===== src/rtl/acc_dp_pkg.sv =====
// Shared encodings for the BIP accumulator datapath: ALU operations,
// accumulator source selects and status flag bit positions.
package acc_dp_pkg;

  typedef enum logic [2:0] {
    OP_ADD = 3'd0,
    OP_SUB = 3'd1,
    OP_AND = 3'd2,
    OP_OR  = 3'd3,
    OP_XOR = 3'd4,
    OP_SHL = 3'd5,
    OP_SAR = 3'd6,
    OP_MUL = 3'd7
  } alu_op_e;

  typedef enum logic [1:0] {
    SEL_MEM  = 2'd0,
    SEL_EXT  = 2'd1,
    SEL_ALU  = 2'd2,
    SEL_HOLD = 2'd3
  } sel_a_e;

  // Bit positions inside the {Z, N, C, V} flag vector
  localparam int FLAG_Z = 3;
  localparam int FLAG_N = 2;
  localparam int FLAG_C = 1;
  localparam int FLAG_V = 0;

endpackage


===== src/rtl/acc_dp_mul.sv =====
// Iterative shift-add multiplier for the accumulator datapath. One partial
// product is folded in per falling edge; only the low DATA_W product bits
// are kept, which makes the result identical for signed and unsigned inputs.
module acc_dp_mul #(
  parameter int DATA_W = 16
) (
  input  logic              clk,
  input  logic              rst,
  input  logic              start,
  input  logic [DATA_W-1:0] a,
  input  logic [DATA_W-1:0] b,
  output logic              busy,
  output logic              done,
  output logic [DATA_W-1:0] product_lo
);

  localparam int CNT_W = $clog2(DATA_W + 1);

  logic [DATA_W-1:0] mcand;
  logic [DATA_W-1:0] mplier;
  logic [DATA_W-1:0] prod;
  logic [DATA_W-1:0] partial;
  logic [CNT_W-1:0]  count;

  // Running product including this cycle's partial term; on the final
  // iteration this is the finished product handed to the accumulator.
  assign partial    = prod + (mplier[0] ? mcand : '0);
  assign product_lo = partial;
  assign done       = busy && (count == CNT_W'(1));

  // Operand capture on start, then one shift-add step per edge while busy
  always_ff @(negedge clk or negedge rst) begin
    // NOTE: state registers use non-blocking assignments so every register
    // samples the pre-edge values of the others, matching real flops.
    if (!rst) begin
      busy   <= 1'b0;
      count  <= '0;
      mcand  <= '0;
      mplier <= '0;
      prod   <= '0;
    end else if (busy) begin
      prod   <= partial;
      mcand  <= mcand << 1;
      mplier <= mplier >> 1;
      count  <= count - CNT_W'(1);
      if (done) busy <= 1'b0;
    end else if (start) begin
      mcand  <= a;
      mplier <= b;
      prod   <= '0;
      count  <= CNT_W'(DATA_W);
      busy   <= 1'b1;
    end
  end

endmodule


===== src/rtl/acc_datapath.sv =====
// BIP accumulator datapath: accumulator register, operand sign extension,
// multi-operation ALU and registered {Z, N, C, V} flags. All state changes
// on the falling clock edge. Define MUL_EN to build the iterative multiplier
// (op 7 becomes a multi-cycle multiply with o_busy); without it op 7 passes B.
module acc_datapath
  import acc_dp_pkg::*;
#(
  parameter int DATA_W    = 16,
  parameter int OPERAND_W = 11,
  parameter int ADDR_W    = 11
) (
  input  logic                 clk,
  input  logic                 rst,
  input  logic [OPERAND_W-1:0] i_operand,
  input  logic [1:0]           i_sel_a,
  input  logic                 i_sel_b,
  input  logic [2:0]           i_alu_op,
  input  logic                 i_write_acc,
  input  logic [DATA_W-1:0]    i_mem_data,
  output logic [DATA_W-1:0]    o_mem_data,
  output logic [ADDR_W-1:0]    o_mem_address,
  output logic [3:0]           o_flags,
  output logic                 o_busy
);

  alu_op_e           alu_op;
  sel_a_e            sel_a;
  logic [DATA_W-1:0] acc;
  logic [DATA_W-1:0] ext_operand;
  logic [DATA_W-1:0] operand_b;
  logic [DATA_W-1:0] load_val;
  logic [DATA_W-1:0] alu_res;
  logic [DATA_W:0]   alu_wide;
  logic              alu_c;
  logic              alu_v;
  logic              mul_done;
  logic [DATA_W-1:0] mul_product;

  assign alu_op        = alu_op_e'(i_alu_op);
  assign sel_a         = sel_a_e'(i_sel_a);
  assign o_mem_data    = acc;
  assign o_mem_address = i_operand[ADDR_W-1:0];
  assign ext_operand   = {{(DATA_W - OPERAND_W){i_operand[OPERAND_W-1]}}, i_operand};
  assign operand_b     = i_sel_b ? ext_operand : i_mem_data;
  assign load_val      = (sel_a == SEL_MEM) ? i_mem_data : ext_operand;

`ifdef MUL_EN
  localparam bit MUL_BUILT = 1'b1;
  logic mul_start;

  assign mul_start = !o_busy && i_write_acc && (sel_a == SEL_ALU) && (alu_op == OP_MUL);

  acc_dp_mul #(.DATA_W(DATA_W)) u_mul (
    .clk        (clk),
    .rst        (rst),
    .start      (mul_start),
    .a          (acc),
    .b          (operand_b),
    .busy       (o_busy),
    .done       (mul_done),
    .product_lo (mul_product)
  );
`else
  localparam bit MUL_BUILT = 1'b0;

  assign o_busy      = 1'b0;
  assign mul_done    = 1'b0;
  assign mul_product = '0;
`endif

  // ALU result plus carry/borrow and signed overflow for the selected op
  always_comb begin
    // NOTE: every output gets a default before the case so no path can
    // leave a variable unassigned and infer a latch.
    alu_wide = '0;
    alu_res  = operand_b;
    alu_c    = 1'b0;
    alu_v    = 1'b0;
    case (alu_op)
      OP_ADD: begin
        alu_wide = {1'b0, acc} + {1'b0, operand_b};
        alu_res  = alu_wide[DATA_W-1:0];
        alu_c    = alu_wide[DATA_W];
        alu_v    = (acc[DATA_W-1] == operand_b[DATA_W-1]) &&
                   (alu_res[DATA_W-1] != acc[DATA_W-1]);
      end
      OP_SUB: begin
        alu_wide = {1'b0, acc} - {1'b0, operand_b};
        alu_res  = alu_wide[DATA_W-1:0];
        alu_c    = alu_wide[DATA_W];
        alu_v    = (acc[DATA_W-1] != operand_b[DATA_W-1]) &&
                   (alu_res[DATA_W-1] != acc[DATA_W-1]);
      end
      OP_AND: alu_res = acc & operand_b;
      OP_OR:  alu_res = acc | operand_b;
      OP_XOR: alu_res = acc ^ operand_b;
      OP_SHL: begin
        alu_res = {acc[DATA_W-2:0], 1'b0};
        alu_c   = acc[DATA_W-1];
      end
      OP_SAR: begin
        alu_res = {acc[DATA_W-1], acc[DATA_W-1:1]};
        alu_c   = acc[0];
      end
      OP_MUL: alu_res = operand_b;  // PASS_B when the multiplier is absent
    endcase
  end

  // Accumulator and flag register: multiply completion first, then writes
  // accepted only while the multiplier is idle
  always_ff @(negedge clk or negedge rst) begin
    if (!rst) begin
      acc     <= '0;
      o_flags <= '0;
    end else if (mul_done) begin
      acc             <= mul_product;
      o_flags[FLAG_Z] <= (mul_product == '0);
      o_flags[FLAG_N] <= mul_product[DATA_W-1];
    end else if (i_write_acc && !o_busy) begin
      case (sel_a)
        SEL_MEM, SEL_EXT: begin
          acc     <= load_val;
          o_flags <= {(load_val == '0), load_val[DATA_W-1], 1'b0, 1'b0};
        end
        SEL_ALU: begin
          if (!(MUL_BUILT && (alu_op == OP_MUL))) begin
            acc     <= alu_res;
            o_flags <= {(alu_res == '0), alu_res[DATA_W-1], alu_c, alu_v};
          end
        end
        default: ;  // SEL_HOLD keeps acc and flags
      endcase
    end
  end

endmodule


===== config.mk =====
export PLATFORM = sky130hd
export DESIGN_NAME = acc_datapath
export DESIGN_NICKNAME = d
export VERILOG_FILES = /design/src/rtl/acc_dp_pkg.sv /design/src/rtl/acc_dp_mul.sv /design/src/rtl/acc_datapath.sv
export SDC_FILE = /design/constraint.sdc
export NUM_CORES = 1
export LEC_CHECK = 0
export BUFFER_PORTS_ARGS = -buffer_cell sky130_fd_sc_hd__buf_2
export CORE_ASPECT_RATIO = 0.9
export CORE_UTILIZATION = 60
export CTS_CLUSTER_SIZE = 24
export DETAILED_ROUTE_END_ITERATION = 10
export PLACE_DENSITY = 0.82
export SLEW_MARGIN = 15
export SYNTH_ARGS = -nofsm -noshare
export SYNTH_HDL_FRONTEND = slang
export SYNTH_SLANG_ARGS = --single-unit

===== constraint.sdc =====
create_clock -name clk -period 5.4 [get_ports clk]
set_input_delay 0.54 -clock clk [delete_from_list [all_inputs] [get_ports clk]]
set_output_delay 0.54 -clock clk [all_outputs]
set_load 0.01 [all_outputs]

==> impl_metrics.env, run 1 <==
export IMPL_outcome="stopped before the end"
export IMPL_lastStage="4_1_cts"
export IMPL_error="[ERROR DPL-0033] detailed placement checks failed during check placement."
export IMPL_synthArstFlopShare_pct=100
export IMPL_postCtsHoldBufs=0
export IMPL_synthMuxAreaShare_pct=9.61
export IMPL_synthFlopType="dfrtn_1"
export IMPL_avgSynthCellArea_um2=7.32
export IMPL_ys_warn_count=0
export IMPL_syn_area_um2=4620
export IMPL_numCtsBuffers=3
export IMPL_dieHeight_um=85.3
export IMPL_synth_commonest_cells="nor2_1, ha_1, a21oi_1"
export IMPL_syn_num_nets=728
export IMPL_cts_resized=130
export IMPL_rows=29
export IMPL_synth_distinct_cells=76
export IMPL_post_cts_setup_buffer_count=25
export IMPL_synth_top_cell_area_share_pct=15.7
export IMPL_synth_simple_area_share_pct=21.4
export IMPL_cts_buffer_depth=2
export IMPL_htree_num_levels=1
export IMPL_initial_utilization_pct=63.7
export IMPL_cts_sinks=19
export IMPL_post_dp_hpwl_um=17100
export IMPL_place_gp_congestion=1.08
export IMPL_yosysMostFrequentCell="nor2_1"
export IMPL_yosys_area_share_adder_pct=16.6
export IMPL_ios=68
export IMPL_pre_cts_ws_ns=-1.35
export IMPL_synthTopCellsByArea="ha_1, dfrtn_1, a21oi_1"
export IMPL_cts_root_buffer_cell="clkbuf_8"
export IMPL_synth_edf_count=0
export IMPL_synthXorXnorAreaFrac_pct=2.65
export IMPL_die_x_um=94.5
export IMPL_syn_inst=632
export IMPL_synth_top_family_by_area="compound AO/OA/AOI/OAI gates"
export IMPL_io_buffer_count=66
export IMPL_ys_seq_area_share_pct=10.3
export IMPL_synth_seq_cells=19
export IMPL_synth_compound_area_share_pct=29.7
export IMPL_yosysTopAreaCell="ha_1"
==> logic make-up after synthesis <==
logic type                 Yosys count
muxes                               36
xor gates and xnor gates            14
DFF                                 19
and+or+nand+nor                    199
adders and majority gates           60
other                                1
buffers and inverters              100
AOI/OAI and AO/OA                  203
==> metrics by stage <==
stage	util (%)	cell area (um^2)	hold slack, ns	std cells	TNS (ns)
detailed placement	87.2	6330	0.556	923	-16.14
global placement	87.2	6330	0.562	923	-13.31
floorplan	-	4740	0.511	632	-4.14
==> run 2, diff against run 1 <==
CORE_ASPECT_RATIO = unset   (was 0.9)
CORE_UTILIZATION = 40   (was 60)
CTS_CLUSTER_SIZE = unset   (was 24)
PLACE_DENSITY = unset   (was 0.82)
PLACE_DENSITY_LB_ADDON = 0.15   (was unset)
==> impl_metrics.env, run 2 <==
export IMPL_outcome="finished, violations left"
export IMPL_violations="negative setup slack"
export IMPL_ios=68
export IMPL_synthTopCellsByArea="ha_1, dfrtn_1, a21oi_1"
export IMPL_dieHeight_um=110
export IMPL_syn_area_um2=4620
export IMPL_worst_slack_ns=-0.813
export IMPL_diodes=0
export IMPL_syn_inst=632
export IMPL_leakage_nw=3.49
export IMPL_final_hold_viol_count=0
export IMPL_cts_buffer_depth=2
export IMPL_postCtsHoldBufs=0
export IMPL_htree_num_levels=1
export IMPL_grt_pass1_vias=5854
export IMPL_synthFlopType="dfrtn_1"
export IMPL_overflow=0
export IMPL_yosysTopAreaCell="ha_1"
export IMPL_path_delay_family="simple AND/OR/NAND/NOR gates"
export IMPL_routed_wl_um=21800
export IMPL_largest_register_ffs=15
export IMPL_cts_sinks=19
export IMPL_initial_utilization_pct=41.9
export IMPL_cts_tree="built"
export IMPL_cp_num_buf_inv=3
export IMPL_post_dp_hpwl_um=15500
export IMPL_core_area_um2=11000
export IMPL_vdd_ir_drop_worst_uv=190
export IMPL_dieArea_um2=12000
export IMPL_areaGrowthSynthToFinish_pct=68.5
export IMPL_critPathArrivalTime_ns=3.83
export IMPL_use_met3_pct=4.03
export IMPL_tns_ns=-5.36
export IMPL_synth_commonest_cells="nor2_1, ha_1, a21oi_1"
export IMPL_ys_warn_count=0
export IMPL_yosysMostFrequentCell="nor2_1"
export IMPL_relSlewSlack_pct=51.4
export IMPL_synth_seq_cells=19
export IMPL_tightest_slew_ns=0.727
export IMPL_rows=38
export IMPL_cp_end_kind="register"
export IMPL_final_common_cell="buf_4"
export IMPL_layout_common_cells="buf_4, buf_2, nor2_1"
export IMPL_post_route_util_pct=70.6
export IMPL_vias=6276
export IMPL_grt_max_degree=31
export IMPL_wl_per_cell_um=21.5
export IMPL_synth_edf_count=0
export IMPL_die_x_um=110
export IMPL_firstDrtPassIters=5
export IMPL_crit_path_max_incr_delay_ns=0.50
export IMPL_crit_path_cell_trace="buf_12, mux2i_4, inv_2, ha_4, fa_2, a21oi_4, nor3_4, o31a_1, buf_4, xnor2_2, nor2_1, a211o_1, or4_1, or4_4, nand2_2"
export IMPL_fillers=827
export IMPL_drc=0
export IMPL_startpoint_type="input pin"
export IMPL_io_buffer_count=66
export IMPL_slew_violations=0
export IMPL_final_nets=969
export IMPL_slowest_stage="or4_4"
export IMPL_max_cap_violations=0
export IMPL_cp_required_ns=3.02
export IMPL_drtIter0Drc=638
export IMPL_ys_seq_area_share_pct=10.3
export IMPL_dp_cells=970
export IMPL_viasPerCell=6.20
export IMPL_p_per_area_nw_per_um2=239
export IMPL_top_usage_layer="met2"
export IMPL_rsz0062_at_grt="yes"
export IMPL_cts_root_buffer_cell="clkbuf_16"
export IMPL_synth_distinct_cells=76
export IMPL_gr_usage_met1_pct=50.3
export IMPL_grtUsageTotal_pct=34.6
export IMPL_setup_viol=15
export IMPL_antenna_found_initial=0
export IMPL_grt_pass1_wl_um=31900
export IMPL_final_cells=1012
export IMPL_met2_usage_pct=53.4
export IMPL_skew_ns=0.00185
export IMPL_pre_cts_ws_ns=-1.25
export IMPL_clk_pin_slew_ns=0.04
export IMPL_syn_num_nets=728
export IMPL_synthArstFlopShare_pct=100
export IMPL_worstSetupPathType="input pin to register"
export IMPL_hold_slack_ns=0.597
export IMPL_hp_class="register to register"
export IMPL_cp_max_fo=5
export IMPL_avgSynthCellArea_um2=7.32
export IMPL_place_gp_congestion=1.00
export IMPL_antenna_left=0
export IMPL_insertion_delay_ns=0.28
export IMPL_drive_gt1_share_pct=50.5
export IMPL_synth_top_cell_area_share_pct=15.7
export IMPL_numCtsBuffers=3
[run 2: cell counts after synthesis]
Identical to the previous run, type by type.
[run 2: cell type report]
type                            count  area (um^2)  share of cell area (%)
Tap cell                          140          175                    2.25
Multi-Input combinational cell    513         4680                    60.0
Clock inverter                      1         5.00                  0.0642
Sequential cell                    19          475                    6.10
Timing Repair Buffer              288         2190                    28.2
Clock buffer                        3         75.1                   0.964
Inverter                           48          188                    2.41
[run 2: worst register-to-register path, cell delays in order (launching register included)]
cell and delay (ns):
dfrtn_1 0.66, inv_1 0.22, ha_4 0.30, a211oi_4 0.28
nor2_2 0.07, or4b_1 0.48, o2111ai_2 0.11, o311a_1 0.27
o21ai_1 0.08, or4_1 0.49, or4_4 0.50, nand2_2 0.07
[run 2: logic make-up (layout without fill, tap and decap cells)]
logic type	count (synthesis)	in the layout	share of synthesized area [%]
DFF	19	19	10.3
other	1	1	0.0811
adders and majority gates	60	60	16.6
and+or+nand+nor	199	199	21.4
xor gates and xnor gates	14	14	2.65
buffers and inverters	100	340	9.69
muxes	36	36	9.61
AOI/OAI and AO/OA	203	203	29.7
[run 2: final timing paths]
kind | from | end | slack [ns] | cells after the start
min in group asynchronous | rst | o_flags[2] | 2.80 | 1
min reg2reg | o_flags[1] | o_flags[1] | 0.60 | 2
max reg2reg | o_mem_data[1] | o_flags[3] | 1.90 | 11
min | o_flags[1] | o_flags[1] | 0.60 | 2
max in group asynchronous | rst | o_mem_data[3] | 2.22 | 1
max | i_sel_b | o_flags[3] | -0.81 | 15
[run 2: power by group]
group          internal (W)  switching [W]  leakage [nW]
Combinational      0.000719       0.000763          3.23
Clock             0.0000995      0.0000592        0.0409
Sequential         0.000165      0.0000598         0.224
[run 2: what timing repair did]
item                       CTS  global route
buffers inserted            21            29
gates resized for setup    105           104
pin swaps                   43            65
setup endpoints to repair   16            16
cloned                       1             0
[run 2: per-stage QoR]
stage	power [W]	instance area, um^2
CTS	0.00161	7120
global route	0.00195	7790
floorplan	0.000794	4740
detailed placement	0.00127	6370
finish	0.00186	7790
global placement	0.00125	6370
[run 2: per-layer routing]
layer	wire length [um]	share of wire (%)	vias to the layer above
li1	-	-	2794
met1	9270	43	3021
met2	9740	45	399
met3	2000	9.2	62
met4	751	3.5	0
met5	0	0	-
Power figures use the tool's default switching activity.
==> run 3, diff against run 2 <==
CELL_PAD_IN_SITES_DETAIL_PLACEMENT = 0   (was unset)
CELL_PAD_IN_SITES_GLOBAL_PLACEMENT = 1   (was unset)
CORE_UTILIZATION = 25   (was 40)
==> impl_metrics.env, run 3 (synthesis results as in run 2) <==
export IMPL_outcome="finished, violations left"
export IMPL_violations="negative setup slack"
export IMPL_cts_root_buffer_cell="clkbuf_16"
export IMPL_antenna_left=0
export IMPL_clk_pin_slew_ns=0.05
export IMPL_cts_tree="built"
export IMPL_slowest_stage="or4_4"
export IMPL_crit_path_cell_trace="buf_12, buf_12, mux2_4, ha_4, or3_4, o31a_1, xnor2_1, nor2_1, a211o_1, or4_4, or4_4, nand2_2"
export IMPL_rows=49
export IMPL_rrSetupSlack_ns=1.81
export IMPL_tns_ns=-4.88
export IMPL_rsz0062_at_grt="yes"
export IMPL_pre_cts_ws_ns=-1.39
export IMPL_vdd_ir_drop_worst_uv=115
export IMPL_hp_class="register to register"
export IMPL_cp_max_fo=6
export IMPL_grt_max_degree=31
export IMPL_viasPerCell=5.25
export IMPL_crit_path_max_incr_delay_ns=0.54
export IMPL_grt_pass1_wl_um=33600
export IMPL_core_area_um2=18000
export IMPL_path_delay_family="simple AND/OR/NAND/NOR gates"
export IMPL_final_hold_viol_count=0
export IMPL_diodes=0
export IMPL_r2r_cells=13
export IMPL_stdcell_area_um2=7950
export IMPL_leakage_nw=3.46
export IMPL_cts_buffer_depth=2
export IMPL_final_common_cell="buf_4"
export IMPL_drtIter0Drc=400
export IMPL_drive_gt1_share_pct=50.9
export IMPL_p_per_area_nw_per_um2=232
export IMPL_startpoint_type="input pin"
export IMPL_place_gp_congestion=0.862
export IMPL_met2_usage_pct=36.5
export IMPL_r2r_start="o_mem_data[0]"
export IMPL_skew_ns=0.00172
export IMPL_worstSetupPathType="input pin to register"
export IMPL_largest_register_ffs=15
export IMPL_cts_sinks=19
export IMPL_routed_wl_um=22400
export IMPL_numCtsBuffers=3
export IMPL_startpoint="i_sel_b"
export IMPL_io_buffer_count=66
export IMPL_wl_per_cell_um=20.3
export IMPL_use_met3_pct=1.90
export IMPL_insertion_delay_ns=0.29
export IMPL_post_route_util_pct=44.1
export IMPL_slew_violations=0
export IMPL_postCtsHoldBufs=0
export IMPL_antenna_found_initial=0
export IMPL_initial_utilization_pct=25.6
export IMPL_htree_num_levels=1
export IMPL_post_dp_cell_area_um2=6650
export IMPL_overflow=0
export IMPL_worstSetupEndpoint="o_flags[3]"
export IMPL_drc=0
export IMPL_setup_viol=14
export IMPL_layout_common_cells="buf_4, buf_2, nor2_1"
export IMPL_firstDrtPassIters=5
export IMPL_cp_depth=12
export IMPL_max_cap_violations=0
export IMPL_dieArea_um2=19000
export IMPL_final_nets=974
export IMPL_cp_required_ns=3.03
export IMPL_dieHeight_um=138
export IMPL_post_dp_hpwl_um=17900
export IMPL_worst_slack_ns=-0.719
export IMPL_gr_usage_met1_pct=35.0
export IMPL_tightest_slew_ns=0.573
export IMPL_rr_endpoint="o_flags[3]"
export IMPL_cp_end_kind="register"
export IMPL_relSlewSlack_pct=61.7
export IMPL_critPathArrivalTime_ns=3.75
export IMPL_top_usage_layer="met2"
export IMPL_areaGrowthSynthToFinish_pct=71.9
export IMPL_grtUsageTotal_pct=23.6
export IMPL_grt_pass1_vias=5642
export IMPL_vias=5802
export IMPL_cp_num_buf_inv=2
export IMPL_ios=68
export IMPL_die_x_um=138
[run 3: what timing repair did]
action	in CTS	in global routing
pin swaps	43	40
buffers inserted	21	8
cloned	0	0
endpoints found under the setup margin	16	16
hold endpoints to repair	0	0
gates resized for setup	127	70
[run 3: power by group]
group	internal [W]	switching [W]	leakage, nW	total [W]
Combinational	0.000719	0.000734	3.20	0.00145
Clock	0.0000999	0.0000663	0.0409	0.000166
Sequential	0.000165	0.0000574	0.224	0.000222
Total	0.000984	0.000858	3.46	0.00184
[run 3: worst min-delay path by stage]
| stage | to | start | depth (start not counted) | slack [ns] |
|---|---|---|---|---|
| after floorplan | o_flags[3] | o_flags[3] | 2 | 0.51 |
| after detailed placement | o_flags[3] | o_flags[3] | 2 | 0.52 |
| after global placement | o_flags[3] | o_flags[3] | 2 | 0.57 |
| after global routing | o_flags[3] | o_flags[3] | 2 | 0.59 |
| after CTS | o_flags[3] | o_flags[3] | 2 | 0.54 |
| final | o_flags[1] | o_flags[1] | 2 | 0.56 |
[run 3: area by class of cell]
class                   instances  area, um^2
clock buffers                   3        75.1
multi-input cells             513        4740
flip-flops and latches         19         475
inverters                      48         188
repair buffers                293        2170
clock inverters                 1        5.00
well taps                     229         287
fillers                      1818       10100
[run 3: metrics by stage]
step / hold slack (ns) / cells / total power [W]
after global routing: 0.588 / 1106 / 0.00196
after CTS: 0.541 / 1100 / 0.00170
final: 0.562 / 1106 / 0.00184
after detailed placement: 0.519 / 1079 / 0.00132
after global placement: 0.572 / 1079 / 0.00132
after floorplan: 0.511 / 632 / 0.000794
[run 3: per-layer routing]
layer,up-vias,part of all wire (%)
li1,2797,-
met1,2817,49
met2,169,44
met3,19,5.1
met4,0,1.9
met5,-,0
[run 3: tightest hold or removal path, cell delays in order, from the launching register on]
cell and delay [ns]:
dfrtn_1 0.41, o22ai_1 0.08, a31oi_1 0.15
==> run 4, diff against run 3 <==
CTS_BUF_LIST = sky130_fd_sc_hd__clkbuf_4 sky130_fd_sc_hd__clkbuf_8   (was unset)
==> impl_metrics.env, run 4 (synthesis results as in run 2) <==
export IMPL_vias=5858
export IMPL_cp_max_fo=6
export IMPL_final_nets=974
export IMPL_slew_violations=0
export IMPL_multi_input_area_um2=4740
export IMPL_final_hold_viol_count=0
export IMPL_post_route_util_pct=43.9
export IMPL_drc=0
export IMPL_drive_gt1_share_pct=50.9
export IMPL_drtIter0Drc=404
export IMPL_diodes=0
export IMPL_startpoint_type="input pin"
export IMPL_grt_max_degree=31
export IMPL_cts_root_buffer_cell="clkbuf_8"
export IMPL_core_area_um2=18000
export IMPL_hold_slack_ns=0.562
export IMPL_max_cap_violations=0
export IMPL_tightest_slew_ns=0.575
export IMPL_final_common_cell="buf_4"
export IMPL_cts_tree="built"
export IMPL_grtUsageTotal_pct=23.6
export IMPL_cts_sinks=19
export IMPL_outcome="finished, violations left"
export IMPL_regArea_um2=475
export IMPL_violations="negative setup slack"
export IMPL_areaGrowthSynthToFinish_pct=71.2
export IMPL_worst_slack_ns=-0.703
export IMPL_skew_ns=0.00216
export IMPL_wl_per_cell_um=20.3
export IMPL_cts_buffer_depth=2
export IMPL_htree_num_levels=1
export IMPL_post_dp_hpwl_um=17900
export IMPL_io_buffer_count=66
export IMPL_rsz0062_at_grt="yes"
export IMPL_dieHeight_um=138
export IMPL_fillers=1818
export IMPL_worstSetupPathType="input pin to register"
export IMPL_grt_pass1_wl_um=33600
export IMPL_antenna_left=0
export IMPL_ios=68
export IMPL_relSlewSlack_pct=61.6
export IMPL_p_per_area_nw_per_um2=226
export IMPL_final_cells=1106
export IMPL_place_gp_congestion=0.862
export IMPL_largest_register_ffs=15
export IMPL_pre_cts_ws_ns=-1.39
export IMPL_overflow=0
export IMPL_insertion_delay_ns=0.29
export IMPL_cp_end_kind="register"
export IMPL_clk_pin_slew_ns=0.06
export IMPL_firstDrtPassIters=5
export IMPL_critPathArrivalTime_ns=3.73
export IMPL_setup_viol=14
export IMPL_vdd_ir_drop_worst_uv=106
export IMPL_rows=49
export IMPL_viasPerCell=5.30
export IMPL_routed_wl_um=22400
export IMPL_layout_common_cells="buf_4, buf_2, nor2_1"
export IMPL_initial_utilization_pct=25.6
export IMPL_grt_pass1_vias=5643
export IMPL_hp_class="register to register"
export IMPL_numCtsBuffers=3
export IMPL_leakage_nw=3.45
export IMPL_antenna_found_initial=0
export IMPL_die_x_um=138
export IMPL_cp_required_ns=3.03
export IMPL_dieArea_um2=19000
export IMPL_dp_cells=1079
-- run 4: cell count changes in the layout (fill, tap and decap cells not counted) --
cell and delta:
clkbuf_16 -3, clkbuf_8 +3
-- run 4: area by class of cell --
cell class | count | share of cell area, %
Sequential cell | 19 | 6.01
Clock buffer | 3 | 0.522
Multi-Input combinational cell | 513 | 60.0
Timing Repair Buffer | 293 | 27.5
Inverter | 48 | 2.37
Clock inverter | 1 | 0.0633
Tap cell | 229 | 3.62
-- run 4: power breakdown --
part,internal (W),total [W],leakage (nW),switching [W]
logic,0.000719,0.00145,3.20,0.000735
clock network,0.0000519,0.000114,0.0255,0.0000622
registers,0.000165,0.000223,0.224,0.0000583
-- run 4: per-layer routing --
layer / track usage (%) / up-vias / share of wire, %
met3: 1.90 / 21 / 5.0
met5: 0 / - / 0
met4: 5.62 / 0 / 2.0
met2: 36.6 / 174 / 44
li1: - / 2797 / -
met1: 34.9 / 2866 / 49
-- run 4: repair_timing --
action / in CTS / in global routing
endpoints found under the setup margin: 16 / 16
gates cloned: 0 / 0
hold buffers: 0 / 0
resized for setup: 127 / 70
setup buffers: 21 / 8
pin swaps: 43 / 40
-- run 4: path summary, 6_finish.rpt --
check | start | to | slack (ns) | cells past startpoint
min in group asynchronous | rst | o_flags[1] | 2.80 | 1
max | i_sel_b | o_flags[3] | -0.70 | 12
max reg2reg | o_mem_data[0] | o_flags[3] | 1.79 | 13
max in group asynchronous | rst | o_mem_data[4] | 2.21 | 1
min reg2reg | o_flags[1] | o_flags[1] | 0.56 | 2
min | o_flags[1] | o_flags[1] | 0.56 | 2
-- run 4: critical path, cell delays in order --
cell	delay [ns]
buf_12	0.12
buf_12	0.14
mux2_4	0.35
ha_4	0.19
or3_4	0.38
o31a_1	0.39
xnor2_1	0.23
nor2_1	0.06
a211o_1	0.28
or4_4	0.53
or4_4	0.43
nand2_2	0.06
-- run 4: stage by stage --
stage                     total power, W  area [um^2]  TNS (ns)
after floorplan                 0.000794         4740     -4.14
after global placement           0.00132         6650    -14.45
after detailed placement         0.00132         6650    -14.42
after CTS                        0.00165         7480     -4.87
after global routing             0.00190         7910     -6.36
final                            0.00179         7910     -4.90
